### src/rtl/mult_seq_ctrl.sv
// mult_seq_ctrl: 32x32 shift-add sequential multiplier with pipeline stall handshake.
// Build option: define MULT_SIGNED_EN to make funct 011000 (mult) a two's-complement multiply.
module mult_seq_ctrl (
    input  logic        clk,
    input  logic        rst_n,
    input  logic        start,
    input  logic [1:0]  ALUop,
    input  logic [5:0]  funct,
    input  logic [31:0] op_a,
    input  logic [31:0] op_b,
    output logic        stall,
    output logic        busy,
    output logic        done,
    output logic [31:0] hi,
    output logic [31:0] lo
);
    // state | meaning
    // IDLE  | waiting for a valid mult/multu request
    // BUSY  | one shift-add step per cycle, 32 steps
    // DONE  | result on hi/lo, done pulse; may accept the next request
    typedef enum logic [1:0] {
        IDLE = 2'd0,
        BUSY = 2'd1,
        DONE = 2'd2
    } state_t;

    localparam logic [5:0] FUNCT_MULT  = 6'b011000;
    localparam logic [5:0] FUNCT_MULTU = 6'b011001;

    state_t      state, state_nxt;
    logic [31:0] mcand;
    logic [63:0] acc;
    logic [5:0]  cnt;
    logic        valid, accept, last_step;
    logic [32:0] sum;
    logic [63:0] acc_step, product;
    logic [31:0] a_load, b_load;

    assign valid     = start && (ALUop == 2'b10) && ((funct == FUNCT_MULT) || (funct == FUNCT_MULTU));
    assign accept    = valid && ((state == IDLE) || (state == DONE));
    assign last_step = (state == BUSY) && (cnt == 6'd31);

    // Multiplier rides in the low half of the accumulator and is consumed as product bits shift in.
    assign sum      = {1'b0, acc[63:32]} + (acc[0] ? {1'b0, mcand} : 33'd0);
    assign acc_step = {sum, acc[31:1]};

`ifdef MULT_SIGNED_EN
    logic is_signed, neg_load, neg;

    assign is_signed = (funct == FUNCT_MULT);
    assign a_load    = (is_signed && op_a[31]) ? 32'd0 - op_a : op_a;
    assign b_load    = (is_signed && op_b[31]) ? 32'd0 - op_b : op_b;
    assign neg_load  = is_signed && (op_a[31] ^ op_b[31]);
    assign product   = neg ? 64'd0 - acc_step : acc_step;

    always_ff @(posedge clk or negedge rst_n) begin
        if (!rst_n)
            neg <= 1'b0;
        else if (accept)
            neg <= neg_load;
    end
`else
    assign a_load  = op_a;
    assign b_load  = op_b;
    assign product = acc_step;
`endif

    always_ff @(posedge clk or negedge rst_n) begin
        if (!rst_n)
            state <= IDLE;
        else
            state <= state_nxt;
    end

    always_comb begin
        state_nxt = state;
        case (state)
            IDLE:    if (accept) state_nxt = BUSY;
            BUSY:    if (last_step) state_nxt = DONE;
            DONE:    state_nxt = accept ? BUSY : IDLE;
            default: state_nxt = IDLE;
        endcase
    end

    always_ff @(posedge clk or negedge rst_n) begin
        if (!rst_n) begin
            mcand <= 32'd0;
            acc   <= 64'd0;
            cnt   <= 6'd0;
            hi    <= 32'd0;
            lo    <= 32'd0;
        end else begin
            if (accept) begin
                mcand <= a_load;
                acc   <= {32'd0, b_load};
                cnt   <= 6'd0;
            end else if (state == BUSY) begin
                acc <= acc_step;
                cnt <= cnt + 6'd1;
            end
            // Result registers take the final step directly so done lines up with DONE entry.
            if (last_step) begin
                hi <= product[63:32];
                lo <= product[31:0];
            end
        end
    end

    assign busy  = (state == BUSY);
    assign done  = (state == DONE);
    assign stall = rst_n && (busy || (valid && ((state == IDLE) || (state == DONE))));

endmodule
### config.mk
export PLATFORM = sky130hd
export DESIGN_NAME = mult_seq_ctrl
export DESIGN_NICKNAME = d
export VERILOG_FILES = /design/src/rtl/mult_seq_ctrl.sv
export SDC_FILE = /design/constraint.sdc
export NUM_CORES = 1
export LEC_CHECK = 0
export CAP_MARGIN = 25
export CORE_MARGIN = 4
export CORE_UTILIZATION = 25
export CTS_CLUSTER_DIAMETER = 60
export CTS_CLUSTER_SIZE = 16
export DETAILED_ROUTE_END_ITERATION = 7
export PLACE_DENSITY = 0.48
export SLEW_MARGIN = 5
export SYNTH_ARGS = -nofsm -noshare
export SYNTH_HDL_FRONTEND = slang
export SYNTH_SLANG_ARGS = --single-unit
### constraint.sdc
create_clock -name clk -period 3.8 [get_ports clk]
set_clock_uncertainty 0.05 [all_clocks]
set_input_delay 0.76 -clock clk [delete_from_list [all_inputs] [get_ports clk]]
set_output_delay 0.76 -clock clk [all_outputs]
set_load 0.005 [all_outputs]
Word level (Yosys, flattened, before mapping). Index checks and enable logic that the tools add are counted.

Add/sub/neg operators: 2. Multipliers: 0. Divide/modulo/power cells: 0. Magnitude comparators: 0. Equality and inequality tests: 8. Shift-type cells: 0. Multiplexer cells: 9. Bitwise logic cells: 0. Reduce and logical (&&, ||, !) cells: 11.

Operators with widths (count): 64-bit two-way mux (2); 32-bit by 32-bit adder with 33-bit output (1); 32-bit two-way mux (1); 6-bit by 5-bit equality test with 1-bit output (second input constant) (3); 6-bit two-way mux (2); 6-bit by 1-bit adder with 6-bit output (second input constant) (1); 2-bit case mux with 3 select lines (1); 1-bit logical AND (5); 2-bit equality test (second input constant) (2); 2-bit two-way mux (2); 1-bit logical OR (3); 2-bit by 1-bit equality test with 1-bit output (second input constant) (1); 2-bit zero test (1); 2-bit by 1-bit != test with 1-bit output (second input constant) (1); 2-bit != test (second input constant) (1); 2-bit AND reduction (1); 2-bit nonzero test (1); 1-bit two-way mux (1).

Register bits: 168. Latch bits: 0. Bits in writable memories: 0. Bits in read-only memories: 0. Bits of input ports: 75. Output and inout bits: 67. Logic and storage cells: 36. Memories: 0.

Logic depth before layout (Yosys ltp). Gate-level depths: netlist of the first run.

Word-level depth: 6. Depth in mapped cells: 12. Gate-level depth less buffers: 12.

Worst setup path after synthesis of the first run. OpenSTA, ideal clock, no wires.

Path kind: flip-flop to flip-flop. From: reg acc[0]. To: reg hi[29]. Setup time: 125 ps. Data arrival time: 2754 ps. Required time: 3625 ps. Setup slack: 872 ps. Cell stages (with the launch flop): 12. Buffers on the path: 1. Clock period less this slack: 2928 ps. Cell sequence: dfrtp_1 > clkbuf_1 > nand2_1 > fa_1 > nor2b_1 > o31a_1 > a41oi_4 > o21ai_4 > a31oi_4 > o41ai_1 > xor2_1 > mux2_2.

Longest elaborated chain between the ends: 2.

Ends and longest elaborated chain: from (decl) (RTL line 32) `logic [63:0] acc;`; from (signal assigned) (RTL line 95) `acc <= {32'd0, b_load};`; from (signal assigned) (RTL line 98) `acc <= acc_step;`; 32-bit two-way mux (RTL line 44) `assign sum = {1'b0, acc[63:32]} + (acc[0] ? {1'b0, mcand} : 33'd0);`; 32-bit by 32-bit adder with 33-bit output (RTL line 44); to (signal assigned) (RTL line 103) `hi <= product[63:32];`; to (decl) (RTL line 14) `output logic [31:0] hi,`.

No other way between the ends. A chain may end at the register's enable or synchronous reset.

Worst setup path in the final report of the first run.
From: in funct[2]. To: out stall.

Longest elaborated chain between the ends: 6. Elaborated cells between the ends (all ways): 7. Those cells by class: eq/ne: 2; reduce/logical: 5.

Ends and longest elaborated chain: from (decl) (RTL line 8) `input logic [5:0] funct,`; 6-bit by 5-bit equality test with 1-bit output (RTL line 39) `assign valid = start && (ALUop == 2'b10) && ((funct == FUNCT_MULT) || (funct == FUNCT_MULTU));`; 1-bit logical OR * (RTL line 39); 1-bit logical AND * (RTL line 39); 1-bit logical AND * (RTL line 111) `assign stall = rst_n && (busy || (valid && ((state == IDLE) || (state == DONE))));`; 1-bit logical OR * (RTL line 111); 1-bit logical AND * (RTL line 111); to (decl) (RTL line 11) `output logic stall,`.

Every way passes the cells marked *; elsewhere a longest branch is shown, timed or not.

==> flow_summary.ini, run 1 <==
[status]
run_status = finished, final reports clean

[timing]
slew_viol_final = 0
finalCriticalPeriod_ps = 3650
setup_viol = 0
max_slew_margin = 0.437
tightest_slew_ps = 844
hold_viol_final = 0
fin_crit_sh = 0.961
setup_ws_ps = 150
fmax_mhz = 274
rsz0062_at_grt = false
fin_setup_tns_ps = 0

[clock_tree]
postCtsSetupBuffers = 0
clk_pin_slew_ps = 70
root_buffer = clkbuf_16
ctsResizeCount = 0
ctsHoldBuffers = 0
cts.sinks = 168
cts.htree.levels = 4
clk_latency_ps = 440
cts_buffers = 17
cts_tree = yes
clk_path_buf_depth = 2

[floorplanning]
dieArea_mm2 = 0.0365
ios = 142
core_mm2 = 0.0328
die_y_um = 191
row_count = 66
start_util = 0.255
die_w_um = 191

[grt]
antenna_found_initial = 0
grt_pass1_wl_um = 37700
first_global_vias = 7037
grt_usage = 0.128
overflow = 0
grt_max_degree = 64

[synth]
dominantRegCellSynth = dfrtp_1
yosysWarningCount = 0
yosysTopAreaCellShare = 0.502
synth_area_leaders = dfrtp_1 (50%), nand2_1 (14%), ha_1 (4.9%)
syn-num-nets = 1031
synth_edf_count = 0
synth-seq-cells = 168
netlist_instances = 922
yosys.area.top_type = dfrtp_1
async_flop_share = 1.00
synth_cell_types = 64
syn-cell-area_mm2 = 0.00837
syn-mean-instance-area_um2 = 9.08
yosysSeqAreaShare = 0.502

[routing]
firstDrtPassIters = 4
wl_um = 23000
drtIter0Drc = 344
via_count = 6718
drc = 0
post_drt_via_cell_ratio = 4.48
wl_per_cell_um = 15.4
ant_nets = 0

[cells_and_area]
drive_gt1_frac = 0.0813
nets = 1154
multi_input_area_mm2 = 0.00394
area_growth_pct = 29.9
antenna_cells = 0
seq_area_mm2 = 0.00420
num-fill-cells = 3484

[placement]
place_hpwl_um = 15800
place_ws_ps = 62.0
gp_congestion = 0.763
io_buffers = 140

[worst_setup_path]
crit_path_end_kind = primary output
cp_slowest_cell = clkdlybuf4s50_1
cp-start-kind = input port
worstPathMaxFanout = 2
crit_path_max_incr_delay_ps = 500
cp.arrival_ps = 2840
required_ps = 2990
path_class = input port to primary output
cp_common_cell = clkdlybuf4s50_1
path_cells = clkdlybuf4s50_1 -> nand4b_1 -> or3_1 -> nor4b_4 -> nor2_2 -> nor2b_1 -> buf_4 -> clkdlybuf4s50_1
rrSetupSlack_ps = 570

[job]
maxCapViolations = 0

[min_path]
hold_class = input port to async pin

[pwr]
power_density_mw_per_mm2 = 579
ir_drop_mv = 0.326
p_leak_nw = 5.14
power_mw = 6.29
## power by group
part	leakage (nW)	internal, mW	switching (mW)
clock	0.303	0.955	0.867
sequential	2.30	2.27	0.310
combinational	2.54	0.886	1.00
## state kept, by name, indices dropped and copies added (netlist names)
signal,cells
acc,64
hi,32
lo,32
mcand,32
cnt,6
state,2
## routing by layer
metal  vias up  global-route usage  share of wire
li1       3350                   -              -
met1      3217               0.180           0.50
met2       135               0.209           0.46
met3        16              0.0223          0.036
met4         0              0.0257         0.0089
met5         -                   0              0
## critical path: cells and delay by family
kind / cells / cell delay [ps]
buf+inv: 3 / 1030
simple gates: 5 / 1060
## worst paths after layout
kind,end,depth (start not counted),from
max,stall,8,funct[2]
min,hi[5],1,rst_n
max reg2reg,hi[21],12,acc[0]
min reg2reg,mcand[11],2,mcand[11]
max in group asynchronous,hi[28],3,rst_n
min in group clk,mcand[11],2,mcand[11]
## cells in the mapped netlist, types with 3 or more instances
master	count
a21o_1	6
a21oi_1	33
a221o_1	4
a22o_1	23
a31oi_1	36
and2_1	35
buf_1	3
buf_6	3
clkbuf_1	42
dfrtp_1	168
ha_1	33
inv_1	9
mux2_2	13
nand2_1	319
nand2b_1	3
nand3_1	13
nand4_1	4
nor2_1	49
nor2b_1	3
nor4_1	3
o211ai_1	3
o21a_1	5
o21ai_0	32
o21bai_1	3
or3_1	3
xnor2_1	20
xor2_1	11
## cell usage in the layout (no fill, tap or decap), types with 2 or more instances in the layout
| cell type | count |
|---|---|
| clkinv_4 | 3 |
| dfrtp_1 | 168 |
| and3_2 | 2 |
| nand3_1 | 13 |
| o21ai_0 | 32 |
| o21ba_2 | 2 |
| clkinv_8 | 4 |
| nor4_1 | 3 |
| and3_1 | 2 |
| o211ai_1 | 3 |
| a21boi_1 | 2 |
| a21o_1 | 6 |
| inv_6 | 2 |
| nor2b_1 | 3 |
| o21bai_1 | 3 |
| o21a_1 | 5 |
| nand2b_1 | 2 |
| nand4_1 | 4 |
| inv_1 | 8 |
| a22o_1 | 23 |
| xor2_1 | 11 |
| a221o_1 | 4 |
| a211oi_1 | 2 |
| clkdlybuf4s50_1 | 139 |
| clkbuf_16 | 17 |
| and2_1 | 35 |
| ha_1 | 33 |
| nor3_1 | 2 |
| inv_8 | 5 |
| nand2_1 | 319 |
| a21oi_1 | 33 |
| or3_1 | 2 |
| a31oi_1 | 36 |
| mux2_2 | 13 |
| buf_4 | 14 |
| inv_2 | 2 |
| xnor2_1 | 20 |
| nor2_1 | 48 |
## metrics by stage
| stage | cell area (µm²) | utilization | hold WS [ps] | instances |
|---|---|---|---|---|
| CTS | 10900 | 0.332 | 84.6 | 1500 |
| floorplan | 8370 | - | 387 | 922 |
| global route | 10900 | 0.332 | 87.9 | 1500 |
| finish | 10900 | 0.332 | 99.2 | 1500 |
| detailed placement | 10200 | 0.313 | 406 | 1468 |
| global placement | 10200 | 0.313 | 403 | 1468 |
## kinds of logic after synthesis
| group | after synthesis | synth area share |
|---|---|---|
| AOI/OAI and AO/OA | 168 | 0.140 |
| DFF | 168 | 0.502 |
| muxes | 14 | 0.0193 |
| adders and majority gates | 34 | 0.0517 |
| and+or+nand+nor | 446 | 0.224 |
| buffers and inverters | 61 | 0.0308 |
| xor gates and xnor gates | 31 | 0.0324 |
## cell type report
type | count | share of cell area
clock inverter | 15 | 0.0179
sequential | 168 | 0.386
multi-input combinational | 693 | 0.362
tap | 442 | 0.0508
clock buffer | 17 | 0.0391
timing repair buffer | 155 | 0.140
inverter | 10 | 0.00345
(Power assumes the default switching activity.)
==> run 2, diff against run 1 <==
--- a/config.mk
+++ b/config.mk
@@ -12,6 +12,7 @@
 export CTS_CLUSTER_SIZE = 16
 export DETAILED_ROUTE_END_ITERATION = 7
 export PLACE_DENSITY = 0.48
+export RECOVER_POWER = 25
 export SLEW_MARGIN = 5
 export SYNTH_ARGS = -nofsm -noshare
 export SYNTH_HDL_FRONTEND = slang
==> run 2 against run 1 <==
The run now ends with max-capacitance violations, max-slew violations left. Critical path type unchanged. Sequential share of layout area about the same. Setup slack worse by 7.1 ps. Non-clock buffer count unchanged. Largest power group unchanged. Highest routed layer unchanged. Die area unchanged.
==> flow_summary.ini, run 2 (synthesis results as in run 1) <==
[timing]
tightest_slew_ps = 1640
finalCriticalPeriod_ps = 3660
whs_ps = 418
fin_crit_sh = 0.962
setup_ws_ps = 143
rsz0062_at_grt = false
setup_viol = 0
slew_viol_final = 64
max_slew_margin = -0.0906
fmax_mhz = 273
fin_setup_tns_ps = 0
hold_viol_final = 0

[pwr]
power_mw = 6.29
power_density_mw_per_mm2 = 579
ir_drop_mv = 0.323
p_leak_nw = 5.13

[worst_setup_path]
rrSetupSlack_ps = 570
r2r-end = hi[21]
path_class = input port to primary output
worstPathMaxFanout = 2
crit_start = funct[2]
cp.arrival_ps = 2850
required_ps = 2990
reg2reg_depth = 12
crit_path_end_kind = primary output
cp-start-kind = input port
endpoint = stall
r2r_start = acc[0]

[cells_and_area]
instances_no_fill = 1500
largest_register = acc
final_cell_mix = nand2_1 (319), dfrtp_1 (168), clkdlybuf4s50_1 (139)
antenna_cells = 0
drive_gt1_frac = 0.0803
final_common_cell = nand2_1
largest_register_ffs = 64
area_growth_pct = 29.8
nets = 1154

[status]
run_status = finished, violations left
violations = max-capacitance violations, max-slew violations

[clock_tree]
cts_buffers = 17
clk_pin_slew_ps = 70
cts_tree = yes
cts.htree.levels = 4
ctsHoldBuffers = 0
cts.sinks = 168
root_buffer = clkbuf_16
clk_latency_ps = 440
clk_path_buf_depth = 2
ctsResizeCount = 0
postCtsSetupBuffers = 0

[routing]
wl_um = 23100
firstDrtPassIters = 4
wl_per_cell_um = 15.4
drc = 0
route.top_layer_used = met4
wl_met2_um = 10500
via_count = 6719
wl_met3_um = 788
drtIter0Drc = 351
ant_nets = 0
met1_length_um = 11600
post_drt_via_cell_ratio = 4.48

[floorplanning]
start_util = 0.255
die_y_um = 191
ios = 142
die_w_um = 191
core_mm2 = 0.0328
row_count = 66
dieArea_mm2 = 0.0365

[placement]
place_ws_ps = 62.0
place_hpwl_um = 15800
dp_cells = 1468
gp_congestion = 0.763
io_buffers = 140

[grt]
overflow = 0
antenna_found_initial = 0
grt_max_degree = 64
grt_pass1_wl_um = 37700
grt_usage = 0.128
first_global_vias = 7037

[min_path]
hold_class = flip-flop to flip-flop

[job]
maxCapViolations = 1
run 2: cell types whose count changed in the layout (fill, tap and decap cells not counted), sizes merged:
| cell | previous run | this run |
|---|---|---|
| buf | 16 | 13 |
| clkbuf | 17 | 20 |
run 2: worst max-delay path, cell delays in order:
cell             delay (ps)
clkdlybuf4s50_1         390
nand4b_1                150
or3_1                   370
nor4b_4                 330
nor2_2                   80
nor2b_1                 120
buf_4                   150
clkdlybuf4s50_1         500
run 2: metrics by stage:
stage,area [µm²],utilization
finish,10900,0.331
global route,10900,0.331
CTS,10900,0.332
detailed placement,10200,0.313
global placement,10200,0.313
floorplan,8370,-
run 2: routing by layer:
metal	vias up	track usage
met5	-	0
met4	0	0.0257
met3	16	0.0223
met2	133	0.209
met1	3220	0.180
li1	3350	-
run 2: final cells by class:
class | count | area, µm²
multi-input cells | 693 | 3940
well taps | 442 | 553
inverters | 10 | 37.5
fillers | 3485 | 21900
clock inverters | 15 | 195
flip-flops and latches | 168 | 4200
clock buffers | 17 | 425
repair buffers | 155 | 1520
run 2: worst min-delay path by stage:
stage,from,to,slack [ps],cells after the start
after floorplan,mcand[31],mcand[31],390,2
after global placement,mcand[19],mcand[19],400,2
after CTS,rst_n,hi[6],80,1
final,mcand[11],mcand[11],420,2
after global routing,lo[29],lo[29],440,2
after detailed placement,mcand[0],mcand[0],410,2
run 2: power breakdown:
part	switching, mW	internal [mW]	total [mW]
Combinational	1.01	0.885	1.89
Clock	0.867	0.955	1.82
Sequential	0.310	2.27	2.58
Total	2.18	4.11	6.29
==> RTL change 1 (flow settings as in run 1) <==
Add a define of `MULT_SIGNED_EN`.
--- a/src/rtl/mult_seq_ctrl.sv
+++ b/src/rtl/mult_seq_ctrl.sv
@@ -1,5 +1,7 @@
 // mult_seq_ctrl: 32x32 shift-add sequential multiplier with pipeline stall handshake.
 // Build option: define MULT_SIGNED_EN to make funct 011000 (mult) a two's-complement multiply.
+`define MULT_SIGNED_EN
+
 module mult_seq_ctrl (
     input  logic        clk,
     input  logic        rst_n,
Function: no difference found for any inputs over 10 cycles, from zero or initial values and one cycle with rst_n low; that may be too few to reach the edited logic, so the function may still have changed.
==> RTL change 1 against run 1 <==
Worst setup slack lost 0.034 ns; highest routed layer unchanged; largest power group is now combinational cells; total power grew 23%; routed wire length grew 63%; maximum frequency shrank 0.91%; sequential cell count grew 1; critical path type is now reg -> reg; final area grew 39%; synthesized area grew 34%.
==> RTL change 1: results (changes against run 1) <==
.. list-table::
   :header-rows: 1

   * - Metric
     - Value
   * - Met1 Resource Use GR
     - 24.0% (+6.0 points)
   * - Area of placed instances
     - 0.0141 mm2 (+38%)
   * - Number of distinct library cell variants in the gate-level netlist after synthesis
     - 69 (+7.8%)
   * - Final Instance Count excl. Fillers
     - 2181 (+45%)
   * - Number of detailed-routing iterations run before antenna repair
     - 5 (+1)
   * - Iteration-0 DRC Markers
     - 554 (+61%)
   * - Vias in the first global route
     - 10200 (+45%)
   * - Wire length on met3
     - 934 um (+13%)
   * - Top post-synthesis cells by area
     - sky130_fd_sc_hd__dfrtp_1 (38%), sky130_fd_sc_hd__nand2_1 (7.2%), sky130_fd_sc_hd__o21ai_0 (7.0%)
   * - Leakage power figure
     - 0.00646 uW (+26%)
   * - Fraction of layout cells with a size suffix above 1
     - 15.4% (+7.3 points)
   * - IR drop worst, VDD
     - 0.000248 V (-24%)
   * - Run status
     - finished clean
   * - Internal power of the cells
     - 4860 uW (+18%)
   * - Number of nets produced by synthesis
     - 1463 (+42%)
   * - Critical Path Slowest Stage Cell
     - sky130_fd_sc_hd__dfrtp_2
   * - Grt met3 use
     - 1.89% (-0.34 points)
   * - Global-route wire length before repair
     - 59.3 mm (+57%)
   * - Cell types with the highest counts after synthesis
     - sky130_fd_sc_hd__nand2_1 (214), sky130_fd_sc_hd__dfrtp_1 (169), sky130_fd_sc_hd__o21ai_0 (156)
   * - Final weighted congestion in routability-driven placement
     - 0.888 (+16%)
   * - Register area share after synthesis
     - 37.7% (-13 points)
   * - Largest net degree at the start of global routing
     - 139 (+120%)
   * - Port-buffer cells
     - 141 (+0.71%)
   * - Dpl ws
     - -0.0590 ns (-0.121 ns)
   * - Fin nets
     - 1688 (+46%)
   * - M1 WL
     - 20.2 mm (+75%)
   * - Metal2 WL
     - 16.1 mm (+53%)
   * - All-layer global routing usage
     - 15.5% (+2.7 points)
   * - Number of synthesis warnings
     - 0 (unchanged)
   * - Largest Register
     - acc
   * - Crit path largest cell delay
     - 0.44 ns (-0.06 ns)
   * - Detailed-placement wirelength estimate
     - 29.8 mm (+88%)
   * - Max FO, Critical Path
     - 6 (+4)
   * - Average footprint of a synthesized cell
     - 8.31 um2 (-8.5%)
   * - Number of cells in the design after placement
     - 2138 (+46%)
   * - CTS H-tree lvls
     - 4 (unchanged)
   * - Headroom to the max-slew limit
     - 43.1% (-0.63 points)
   * - Routed WL per cell
     - 17.2 um (+12%)
   * - Ratio of routed vias to standard cells
     - 4.77 (+6.4%)
   * - Met2 routing resource usage after global routing
     - 22.8% (+1.8 points)
   * - Signal arrival time at the worst endpoint
     - 3.96 ns (+1.12 ns)
==> RTL change 1: logic make-up (layout without fill, tap and decap cells) <==
| family | count (synthesis) | after routing | share of synthesized area [%] |
|---|---|---|---|
| fa+ha+maj | 37 | 37 | 4.19 |
| compound gates | 391 | 391 | 21.1 |
| buf+inv | 98 | 336 | 3.28 |
| xor+xnor | 145 | 145 | 11.3 |
| mux | 3 | 3 | 0.268 |
| simple gates | 508 | 508 | 22.2 |
| flops | 169 | 169 | 37.7 |
==> RTL change 1: final cells by class <==
class / count / area, um2
Clock buffer: 18 / 439
Clock inverter: 14 / 164
Fill cell: 4647 / 29200
Inverter: 24 / 90.1
Multi-Input combinational cell: 1084 / 6970
Sequential cell: 169 / 4230
Tap cell: 592 / 741
Timing Repair Buffer: 280 / 2520
==> RTL change 1: final timing paths <==
check | startpoint | to | slack, ns | depth (start not counted)
max | acc[0] | hi[30] | 0.12 | 15
min | rst_n | hi[17] | 0.36 | 2
max reg2reg | acc[0] | hi[30] | 0.12 | 15
min reg2reg | hi[15] | hi[15] | 0.42 | 2
max in group asynchronous | rst_n | acc[0] | 2.13 | 3
min in group clk | hi[15] | hi[15] | 0.42 | 2
==> RTL change 1: power by group through the flow <==
stage,logic [uW],registers (uW),clock network [uW]
global placement,3190,2680,0
CTS,3220,2660,1870
finish,3270,2670,1810
floorplan,1700,2600,0
global route,3640,2740,1940
detailed placement,3210,2690,0
==> RTL change 1: repair_timing <==
item	CTS	global route
pin swaps	2	22
endpoints found under the setup margin	5	18
gates resized for setup	4	61
buffers inserted	2	9
==> RTL change 1: critical path: cells and delay by family, from the launching register on <==
kind,cells,cell delay (ns)
flops,1,0.44
compound gates,6,1.47
xor+xnor,2,0.21
fa+ha+maj,2,0.49
simple gates,3,0.55
buf+inv,2,0.33
==> RTL change 2 (flow settings as in run 1) <==
Made on the original files. Encoding of `state_t`: now one-hot (3 bits for 3 states).
--- a/src/rtl/mult_seq_ctrl.sv
+++ b/src/rtl/mult_seq_ctrl.sv
@@ -18,10 +18,10 @@
     // IDLE  | waiting for a valid mult/multu request
     // BUSY  | one shift-add step per cycle, 32 steps
     // DONE  | result on hi/lo, done pulse; may accept the next request
-    typedef enum logic [1:0] {
-        IDLE = 2'd0,
-        BUSY = 2'd1,
-        DONE = 2'd2
+    typedef enum logic [2:0] {
+        IDLE = 3'b001,
+        BUSY = 3'b010,
+        DONE = 3'b100
     } state_t;
 
     localparam logic [5:0] FUNCT_MULT  = 6'b011000;
Check against the original RTL: same outputs for any inputs over 10 cycles, from zero or initial values and one cycle with rst_n low; not proved beyond that.
==> RTL change 2 against run 1 <==
Final area grew 3.7%; routed wire length increased by 11%; maximum frequency grew 7.3%; final cell count increased by 0.53%; worst setup slack better by 0.25 ns; synthesized area rose by 5.1%; register-to-register slack worse by 0.10 ns; sequential cell count is 1 higher.
Power is not compared: it rests on default switching activity, and its combinational part moved more than twofold at a synthesized area within 25%.
==> RTL change 2: results (changes against run 1) <==
.. list-table::
   :header-rows: 1

   * - Metric
     - Value
   * - Run status
     - finished clean
   * - M1 WL
     - 12.4 mm (+7.6%)
   * - Top post-synthesis cells by area
     - sky130_fd_sc_hd__dfrtp_1 (48%), sky130_fd_sc_hd__nand2_1 (8.8%), sky130_fd_sc_hd__mux2_2 (5.4%)
   * - Overall via count from detail_route
     - 7010 (+4.3%)
   * - Signal arrival time at the worst endpoint
     - 2.59 ns (-0.25 ns)
   * - Filler Cells Inserted
     - 3551 (+1.9%)
   * - Detailed-placement wirelength estimate
     - 17.5 mm (+10%)
   * - Number of synthesis warnings
     - 0 (unchanged)
   * - Number of nets produced by synthesis
     - 1026 (-0.48%)
   * - Metal2 WL
     - 11.9 mm (+13%)
   * - Register area share after synthesis
     - 48.1% (-2.2 points)
   * - Largest Register
     - acc
   * - Largest net degree at the start of global routing
     - 146 (+130%)
   * - Global-route wire length before repair
     - 41.2 mm (+9.3%)
   * - Initial antenna violation count
     - 0 (unchanged)
   * - Final weighted congestion in routability-driven placement
     - 0.806 (+5.7%)
   * - Fraction of layout cells with a size suffix above 1
     - 9.88% (+1.7 points)
   * - Vias in the first global route
     - 7173 (+1.9%)
   * - All-layer global routing usage
     - 13.5% (+0.66 points)
   * - Number of distinct library cell variants in the gate-level netlist after synthesis
     - 57 (-11%)
   * - Count of inserted antenna diode cells
     - 0 (unchanged)
   * - Wire length on met3
     - 739 um (-11%)
   * - Crit path largest cell delay
     - 0.52 ns (+0.02 ns)
   * - Headroom to the max-slew limit
     - 36.6% (-7.1 points)
   * - Iteration-0 DRC Markers
     - 395 (+15%)
   * - Clock insertion delay at the later pin of the skew report
     - 0.44 ns (about the same)
   * - Maximum clock path buffer count
     - 2 (unchanged)
   * - Routed WL per cell
     - 16.9 um (+10%)
   * - Leakage power figure
     - 0.00514 uW
   * - Fin nets
     - 1149 (-0.43%)
## RTL change 2: cell types whose count changed after synthesis, moves of 9 or more
cell,change
sky130_fd_sc_hd__a31oi_1,-34
sky130_fd_sc_hd__nor3_1,+11
sky130_fd_sc_hd__nor2_1,-11
sky130_fd_sc_hd__a22o_1,-9
sky130_fd_sc_hd__mux2_2,+29
sky130_fd_sc_hd__nand4_1,+9
sky130_fd_sc_hd__mux2i_1,+37
sky130_fd_sc_hd__o21ai_0,+30
sky130_fd_sc_hd__a21oi_1,+11
sky130_fd_sc_hd__nand2_1,-113
## RTL change 2: final cells by class
class,count,share of cell area (%)
clock inverters,14,1.04
multi-input cells,684,38.4
clock buffers,18,3.80
inverters,10,0.333
flip-flops and latches,169,37.5
well taps,455,5.05
repair buffers,158,13.9
## RTL change 2: routing by layer
layer  vias up  global-route usage (%)
li1       3441                       -
met5         -                       0
met2       108                    21.9
met4         0                    4.40
met3        26                    2.27
met1      3435                    18.4
## RTL change 2: critical path, delay by kind of cell
| kind | cells | cell delay, ns |
|---|---|---|
| and+or+nand+nor | 5 | 0.93 |
| buffers and inverters | 2 | 0.92 |
## RTL change 2: metrics by stage
| stage | area (um2) | instances | utilization [%] | total power (uW) | setup WS [ns] |
|---|---|---|---|---|---|
| CTS | 11300 | 1508 | 32.6 | 4100 | 0.366 |
| global placement | 10700 | 1476 | 31.0 | 2410 | 0.383 |
| detailed placement | 10700 | 1476 | 31.0 | 2410 | 0.386 |
| floorplan | 8800 | 917 | - | 2210 | 0.839 |
| global route | 11300 | 1508 | 32.6 | 4240 | 0.184 |
| finish | 11300 | 1508 | 32.6 | 4030 | 0.399 |
## RTL change 2: logic make-up after synthesis
| kind of cell | share of synthesized area, % |
|---|---|
| and+or+nand+nor | 17.3 |
| AOI/OAI and AO/OA | 14.4 |
| DFF | 48.1 |
| muxes | 9.71 |
| buffers and inverters | 2.90 |
| adders and majority gates | 4.92 |
| xor gates and xnor gates | 2.79 |
## RTL change 2: worst paths after layout
path | endpoint | slack [ns] | startpoint | depth (start not counted)
worst max-delay path | stall | 0.40 | funct[1] | 7
worst min-delay path | lo[19] | 0.12 | rst_n | 1
worst max register to register | acc[62] | 0.47 | acc[0] | 9
worst min register to register | lo[21] | 0.42 | lo[21] | 2
max in group asynchronous | acc[58] | 2.38 | rst_n | 2
min in group clk | lo[21] | 0.42 | lo[21] | 2
## RTL change 2: power breakdown
group	total (uW)	internal [uW]	switching [uW]
clock	1670	854	811
combinational	390	193	197
sequential	1980	1900	76.0
